**src/rtl/input_pkg.sv**
```systemverilog
// Shared defaults and board channel map for input_conditioner instances.
// Latency: none, constants and a compile-time helper only.
// Backpressure: none.
package input_pkg;

  // Default synchroniser depth, 1 ms debounce tick at a 25 MHz pixel clock, ticks to accept
  localparam int DEF_SYNC_STAGES         = 2;
  localparam int DEF_PRESCALE_25MHZ_1MS  = 25000;
  localparam int DEF_DEBOUNCE_TICKS      = 4;

  // Board wiring: which conditioner channel carries which button
  localparam int CH_RESET    = 0;
  localparam int CH_NEW_GAME = 1;
  localparam int CH_UP       = 2;
  localparam int CH_PAUSE    = 3;
  localparam int CH_DOWN     = 4;

  // Counter width for a modulus of n; never narrower than one bit so n=1 still elaborates
  function automatic int cnt_width(input int n);
    return (n <= 2) ? 1 : $clog2(n);
  endfunction

endpackage

```
**src/rtl/debounce_channel.sv**
```systemverilog
// One input bit: synchroniser chain, tick-qualified debouncer, polarity flip, edge pulses.
// Latency: SYNC_STAGES + (DEBOUNCE_TICKS-1)*PRESCALE + 1..PRESCALE cycles, pin to level.
// Backpressure: none; free-running, outputs are levels and one-cycle pulses.
module debounce_channel
  import input_pkg::*;
#(
  parameter int   SYNC_STAGES    = DEF_SYNC_STAGES,
  parameter int   DEBOUNCE_TICKS = DEF_DEBOUNCE_TICKS,
  parameter logic IDLE_LEVEL     = 1'b1,
  parameter logic INVERT         = 1'b1
) (
  input  logic clk,
  input  logic reset_n,
  input  logic tick,
  input  logic pin_raw,
  output logic level,
  output logic pressed,
  output logic released
);

  localparam int            CW        = cnt_width(DEBOUNCE_TICKS + 1);
  localparam logic [CW-1:0] CNT_LAST  = CW'(DEBOUNCE_TICKS - 1);
  localparam logic          LEVEL_RST = IDLE_LEVEL ^ INVERT;

  logic [SYNC_STAGES-1:0] sync_q;
  logic                   syn;
  logic                   stable;
  logic [CW-1:0]          cnt;
  logic                   lvl_q;

  assign syn = sync_q[SYNC_STAGES-1];

  // Metastability chain: pin enters at bit 0, the top bit is the synchronised level
  always_ff @(posedge clk or negedge reset_n) begin
    if (!reset_n) sync_q <= {SYNC_STAGES{IDLE_LEVEL}};
    else          sync_q <= {sync_q[SYNC_STAGES-2:0], pin_raw};
  end

  // Accept a new level only after DEBOUNCE_TICKS ticks of uninterrupted disagreement;
  // any cycle of agreement (tick or not) restarts qualification
  always_ff @(posedge clk or negedge reset_n) begin
    if (!reset_n) begin
      stable <= IDLE_LEVEL;
      cnt    <= '0;
    end else if (syn == stable) begin
      cnt <= '0;
    end else if (tick) begin
      if (cnt == CNT_LAST) begin
        stable <= syn;
        cnt    <= '0;
      end else begin
        cnt <= cnt + 1'b1;
      end
    end
  end

  assign level = stable ^ INVERT;

  // Previous level for edge detection; reset value matches level so reset never pulses
  always_ff @(posedge clk or negedge reset_n) begin
    if (!reset_n) lvl_q <= LEVEL_RST;
    else          lvl_q <= level;
  end

  assign pressed  =  level & ~lvl_q;
  assign released = ~level &  lvl_q;

endmodule

```
**src/rtl/input_conditioner.sv**
```systemverilog
// N-channel pin conditioner: sync, debounce on a shared prescaled tick, normalise, edge pulses.
// Latency: SYNC_STAGES + (DEBOUNCE_TICKS-1)*PRESCALE + 1..PRESCALE cycles, pin to level.
// Backpressure: none; free-running, tick exported as a shared time base.
module input_conditioner
  import input_pkg::*;
#(
  parameter int           N              = 4,
  parameter int           SYNC_STAGES    = DEF_SYNC_STAGES,
  parameter int           PRESCALE       = DEF_PRESCALE_25MHZ_1MS,
  parameter int           DEBOUNCE_TICKS = DEF_DEBOUNCE_TICKS,
  parameter logic [N-1:0] IDLE_LEVEL     = '1,
  parameter logic [N-1:0] INVERT         = '1
) (
  input  logic         clk,
  input  logic         reset_n,
  input  logic [N-1:0] pin_raw,
  output logic [N-1:0] level,
  output logic [N-1:0] pressed,
  output logic [N-1:0] released,
  output logic         tick
);

  localparam int            PW       = cnt_width(PRESCALE);
  localparam logic [PW-1:0] PRE_LAST = PW'(PRESCALE - 1);

  logic [PW-1:0] pre_cnt;

  // Free-running prescaler counting 0..PRESCALE-1 and wrapping to 0
  always_ff @(posedge clk or negedge reset_n) begin
    if (!reset_n)                pre_cnt <= '0;
    else if (pre_cnt == PRE_LAST) pre_cnt <= '0;
    else                         pre_cnt <= pre_cnt + 1'b1;
  end

  // Unregistered compare; gated by reset so PRESCALE=1 still reads 0 while held in reset
  assign tick = reset_n & (pre_cnt == PRE_LAST);

  for (genvar i = 0; i < N; i++) begin : g_ch
    debounce_channel #(
      .SYNC_STAGES    (SYNC_STAGES),
      .DEBOUNCE_TICKS (DEBOUNCE_TICKS),
      .IDLE_LEVEL     (IDLE_LEVEL[i]),
      .INVERT         (INVERT[i])
    ) u_ch (
      .clk      (clk),
      .reset_n  (reset_n),
      .tick     (tick),
      .pin_raw  (pin_raw[i]),
      .level    (level[i]),
      .pressed  (pressed[i]),
      .released (released[i])
    );
  end

endmodule

```
**config.mk**
```make
export PLATFORM = sky130hd
export DESIGN_NAME = input_conditioner
export DESIGN_NICKNAME = d
export VERILOG_FILES = /design/src/rtl/input_pkg.sv /design/src/rtl/debounce_channel.sv /design/src/rtl/input_conditioner.sv
export SDC_FILE = /design/constraint.sdc
export NUM_CORES = 1
export LEC_CHECK = 0
export CORE_MARGIN = 3
export CORE_UTILIZATION = 50
export DETAILED_ROUTE_END_ITERATION = 10
export GPL_TIMING_DRIVEN = 1
export PLACE_DENSITY = 0.74
export SETUP_SLACK_MARGIN = 0.5
export SYNTH_ARGS = -nofsm -noshare
export SYNTH_HDL_FRONTEND = slang
export SYNTH_SLANG_ARGS = --single-unit
export TNS_END_PERCENT = 1
```
**constraint.sdc**
```tcl
create_clock -name clk -period 2 [get_ports clk]
set_input_delay 0.2 -clock clk [delete_from_list [all_inputs] [get_ports clk]]
set_output_delay 0.2 -clock clk [all_outputs]
set_load 0.01 [all_outputs]
```
* After elaboration in Yosys (flattened, before gate mapping)
Cells that the tools add are included.
Cells by class: muxes and demuxes 13, add/sub/neg operators 5, equality and inequality tests 9, bitwise gates (word level) 21, reduce and logical (&&, ||, !) cells 8
Operators with widths (count):
- 3-bit 2-to-1 mux | 12
- 15-bit by 1-bit adder with 15-bit output, second input constant | 1
- 15-bit == test, second input constant | 1
- 15-bit 2-to-1 mux | 1
- 3-bit by 1-bit adder with 3-bit output, second input constant | 4
- 3-bit by 2-bit == test with 1-bit output, second input constant | 4
- 1-bit inverter | 12
- 3-bit AND reduction | 4
- 1-bit bitwise AND | 9
- 2-bit nonzero test | 4
- 1-bit == test | 4
Storage, ports and cells: flip-flop bits (word level) 43, bits of input ports 6, output and inout port bits 13, logic and storage cells 73

* Longest topological paths before layout
depth after elaboration 4, gate-level depth with buffers 7, gate-level depth less buffers 6

* Modules after synthesis
From an unflattened synthesis, not the netlist that was laid out.
Unflattened totals: cell total of the unflattened synthesis 164, area total of the unflattened synthesis 1910.6 um^2
By module, submodules not included:
- debounce_channel | seq. area each 178.9 um^2, area each 295.3 um^2, times used 4, cells each 24
- input_conditioner | seq. area each 375.4 um^2, area each 729.4 um^2, times used 1, cells each 68

* Least setup slack after synthesis
OpenSTA, ideal clock, no wires.
path kind reg2reg, from register pre_cnt[12], to register g_ch[1].u_ch.cnt[0], stages on the path, launching flop included 6, buffers on the path 1, period minus slack after synthesis 2.136 ns, required time 1.923 ns, setup time 0.077 ns, data arrival time 2.059 ns, path slack -0.136 ns, cell sequence dfrtp_1 > or4_4 > or4_4 > buf_6 > or3_1 > a21oi_1
On the way: word-level cells in the longest chain between the ends 3
Ends and longest elaborated chain:
- start: declaration | RTL line input_conditioner.sv:26 | logic [PW-1:0] pre_cnt;
- start signal: assignment | RTL line input_conditioner.sv:32 | else pre_cnt <= pre_cnt + 1'b1;
- 15-bit == test | RTL line input_conditioner.sv:36 | assign tick = reset_n & (pre_cnt == PRE_LAST);
- 1-bit bitwise AND | RTL line input_conditioner.sv:36
- 2-bit nonzero test (no line)
- end signal: assignment | RTL line debounce_channel.sv:52 | cnt <= cnt + 1'b1;
- end: declaration | RTL line debounce_channel.sv:28 | logic [CW-1:0] cnt;
No other way between the ends. A chain may end at the register's enable or synchronous reset.

* Worst setup path in the final report
from register pre_cnt[9], to register g_ch[1].u_ch.cnt[0]
The elaborated chain is that of the path after synthesis.

==> key figures <==
Detailed routing
  – DRT iter0 DRCs: 72
  – 1st-pass router iterations: 4
  – DR vias/cell: 5.30
  – Final ANT Viol Nets: 0
  – Final WL: 3.71 mm
  – Remaining DRCs: 0
  – DR WL/cell: 14.3 um
  – DR vias: 1372

Critical path
  – CP Class: register to register
  – Max FO, Critical Path: 8
  – Cells along the critical path: or4_4 -> or4_4 -> buf_6 -> or3_4 -> a21oi_2
  – Bufs and invs on worst path: 1
  – Max incr delay on CP: 0.54 ns
  – WP data arrival: 2.32 ns
  – Worst path top cell family by delay: simple AND/OR/NAND/NOR gates
  – Cell repeated most along the worst path: or4_4
  – Req. time, crit path: 2.21 ns
  – CP max-delay cell: or4_4
  – Crit path capture type: register
  – Reg2Reg Setup Slack: -0.11 ns
  – Worst Setup Start Kind: register

Timing
  – Final Setup Violations: 6
  – Minimum clock period: 2.11 ns
  – Rel. slew slack: 64.3%
  – Slew Viols, Final: 0
  – Max Fclk: 474 MHz
  – Setup Skew: 0.00818 ns
  – Slew @ Worst Pin: 0.536 ns
  – Hold Violations, Final: 0
  – Final Cycle Share: 105%
  – RSZ-0062 raised after global routing: yes
  – Setup WS post-layout: -0.109 ns

Die
  – Die W: 68.3 um
  – Die Ht: 68.3 um
  – Area of the die: 4670 um2
  – Num rows: 22
  – IO Pins: 19
  – Core area: 3720 um2
  – Initial Util: 52.3%

Place
  – HPWL Detailed: 2.58 mm
  – Setup slack at placement: -0.163 ns
  – Number of I/O port buffers: 18
  – Gpl congestion: 0.828

Pwr
  – Leak pwr: 1.14 nW
  – Worst IR Drop VDD: 0.436 mV
  – Combinational power share: 2.4%
  – Switching Fraction: 20.4%
  – Register share of total power: 60.6%
  – Clock power share: 37.0%
  – Switching power: 0.300 mW
  – Int Pwr: 1.17 mW
  – Power consumption: 1.47 mW
  – Pwr dens: 615 nW/um2

Finish
  – Inserted Diodes: 0
  – Most common cell after layout, fill and taps aside: dfrtp_1
  – Commonest cells after routing, fill and taps aside: dfrtp_1, buf_4, a21oi_1
  – Final net count: 222
  – Fraction of layout instances using a drive strength above 1: 31.3%
  – Core Util, Final: 64.2%
  – Area grow syn2layout: 22.8%

CTS
  – CTS max path bufs: 2
  – CTS tree: done
  – CTS root buffer: clkbuf_8
  – Total CTS buffers: 5
  – Clock-pin slew on the worst setup and hold paths: 0.08 ns
  – Clock Latency Late Sink: 0.29 ns
  – Sink Count: 43
  – H-tree levels: 2

Yosys
  – Cell Area, Synth: 1940 um2
  – Ys Warns: 0
  – Avg Inst Size Synth: 11.1 um2
  – Sequential fraction of the synthesis area: 56.1%
  – Count of different cell masters after synthesis: 30
  – Yosys reg bits: 43
  – Post-synthesis cell count: 175
  – Syn nets: 186

Status
  – Outcome: finished with violations
  – Failing checks: negative setup slack

Global route
  – First-pass GRT wire length: 6.50 mm
  – Largest net degree at the start of global routing: 45
  – Initial antenna violation count: 0
  – Number of global-route vias before repair: 1480
  – Total gr overflow: 0
  – Total GRT Usage: 19.5%

Job
  – Max-cap viol count: 0

Min path
  – Worst min-delay path category: input port to asynchronous set/reset pin
-- sequential cells by signal, indices dropped and copies added, names as in the netlist --
register	count
pre_cnt	15
g_ch.u_ch.cnt	12
g_ch.u_ch.sync_q	8
g_ch.u_ch.lvl_q	4
g_ch.u_ch.stable	4
-- worst reg2reg max path, cell delays in order (launching register included) --
cell     delay (ns)
dfrtp_1        0.39
or4_4          0.54
or4_4          0.45
buf_6          0.15
or3_4          0.37
a21oi_2        0.14
-- power by group through the flow --
stage          combinational [mW]  clock, mW  sequential [mW]
3_3_place_gp               0.0335          0            0.904
2_1_floorplan             0.00592          0            0.904
4_1_cts                    0.0358      0.560            0.888
5_1_grt                    0.0397      0.605            0.889
3_5_place_dp               0.0352          0            0.905
6_report                   0.0353      0.543            0.888
-- per-stage QoR --
stage	instance area, um2	TNS (ns)	hold WS, ns	std cells
3_3_place_gp	2210	-0.277	0.329	246
4_1_cts	2350	-0.341	0.0220	258
2_1_floorplan	1950	-0.0595	-0.0956	175
3_5_place_dp	2210	-0.598	0.341	246
5_1_grt	2390	-0.654	0.0453	259
6_report	2390	-0.359	0.00676	259
-- cell type report --
type	count	area, um2
Multi-Input combinational cell	112	764
Inverter	6	22.5
Sequential cell	43	1090
Clock buffer	6	82.6
Clock inverter	1	5.00
Fill cell	293	1330
Timing Repair Buffer	43	360
Tap cell	48	60.1
-- timing repair --
action                                  in CTS  in global routing
hold endpoints to repair                     0                  0
endpoints found under the setup margin      37                 27
pin swaps                                    5                  3
setup buffers                                5                  1
resized for setup                           24                 11
hold buffers                                 0                  0
-- final timing paths --
kind | startpoint | end | depth (start not counted)
setup / recovery | pre_cnt[9] | g_ch[1].u_ch.cnt[0] | 5
hold / removal | reset_n | g_ch[0].u_ch.lvl_q | 2
setup reg to reg | pre_cnt[9] | g_ch[1].u_ch.cnt[0] | 5
hold reg to reg | g_ch[0].u_ch.sync_q[0] | g_ch[0].u_ch.sync_q[1] | 0
max in group asynchronous | reset_n | g_ch[1].u_ch.stable | 2
min in group clk | pin_raw[2] | g_ch[2].u_ch.sync_q[0] | 1
-- kinds of logic after synthesis --
logic type / Yosys count / share of synthesized area, %
simple gates: 68 / 20.2
compound gates: 24 / 7.08
fa+ha+maj: 5 / 3.22
xor+xnor: 15 / 6.76
flops: 43 / 56.1
buf+inv: 20 / 6.63
-- Yosys cell counts, drive strengths merged --
library cell	count	share of area, %
or4	3	1.5
dfrtp	31	40
nor3	2	0.52
and4	2	0.90
and2	5	1.6
nor2b	5	1.6
nand4	2	0.64
nand3b	5	1.9
dfstp	12	16
nor4	2	0.97
nand2b	5	1.6
or3	5	1.6
o21ai	1	0.26
nand4bb	1	0.58
or2	2	0.64
nand3	6	1.5
a21oi	18	4.6
nor2	12	2.3
xnor2	10	4.5
nand2	11	2.1
xor2	5	2.3
o31ai	1	0.39
ha	5	3.2
inv	6	1.2
buf	14	5.5
a31o	4	1.8
-- routing by layer --
| metal | vias to the layer above | GRT usage [%] | share of wire [%] |
|---|---|---|---|
| met5 | - | 0 | 0 |
| met4 | 0 | 8.44 | 2.1 |
| met3 | 9 | 5.91 | 4.0 |
| met2 | 25 | 34.4 | 53 |
| met1 | 685 | 21.5 | 41 |
| li1 | 653 | - | - |
(Power assumes the default switching activity.)
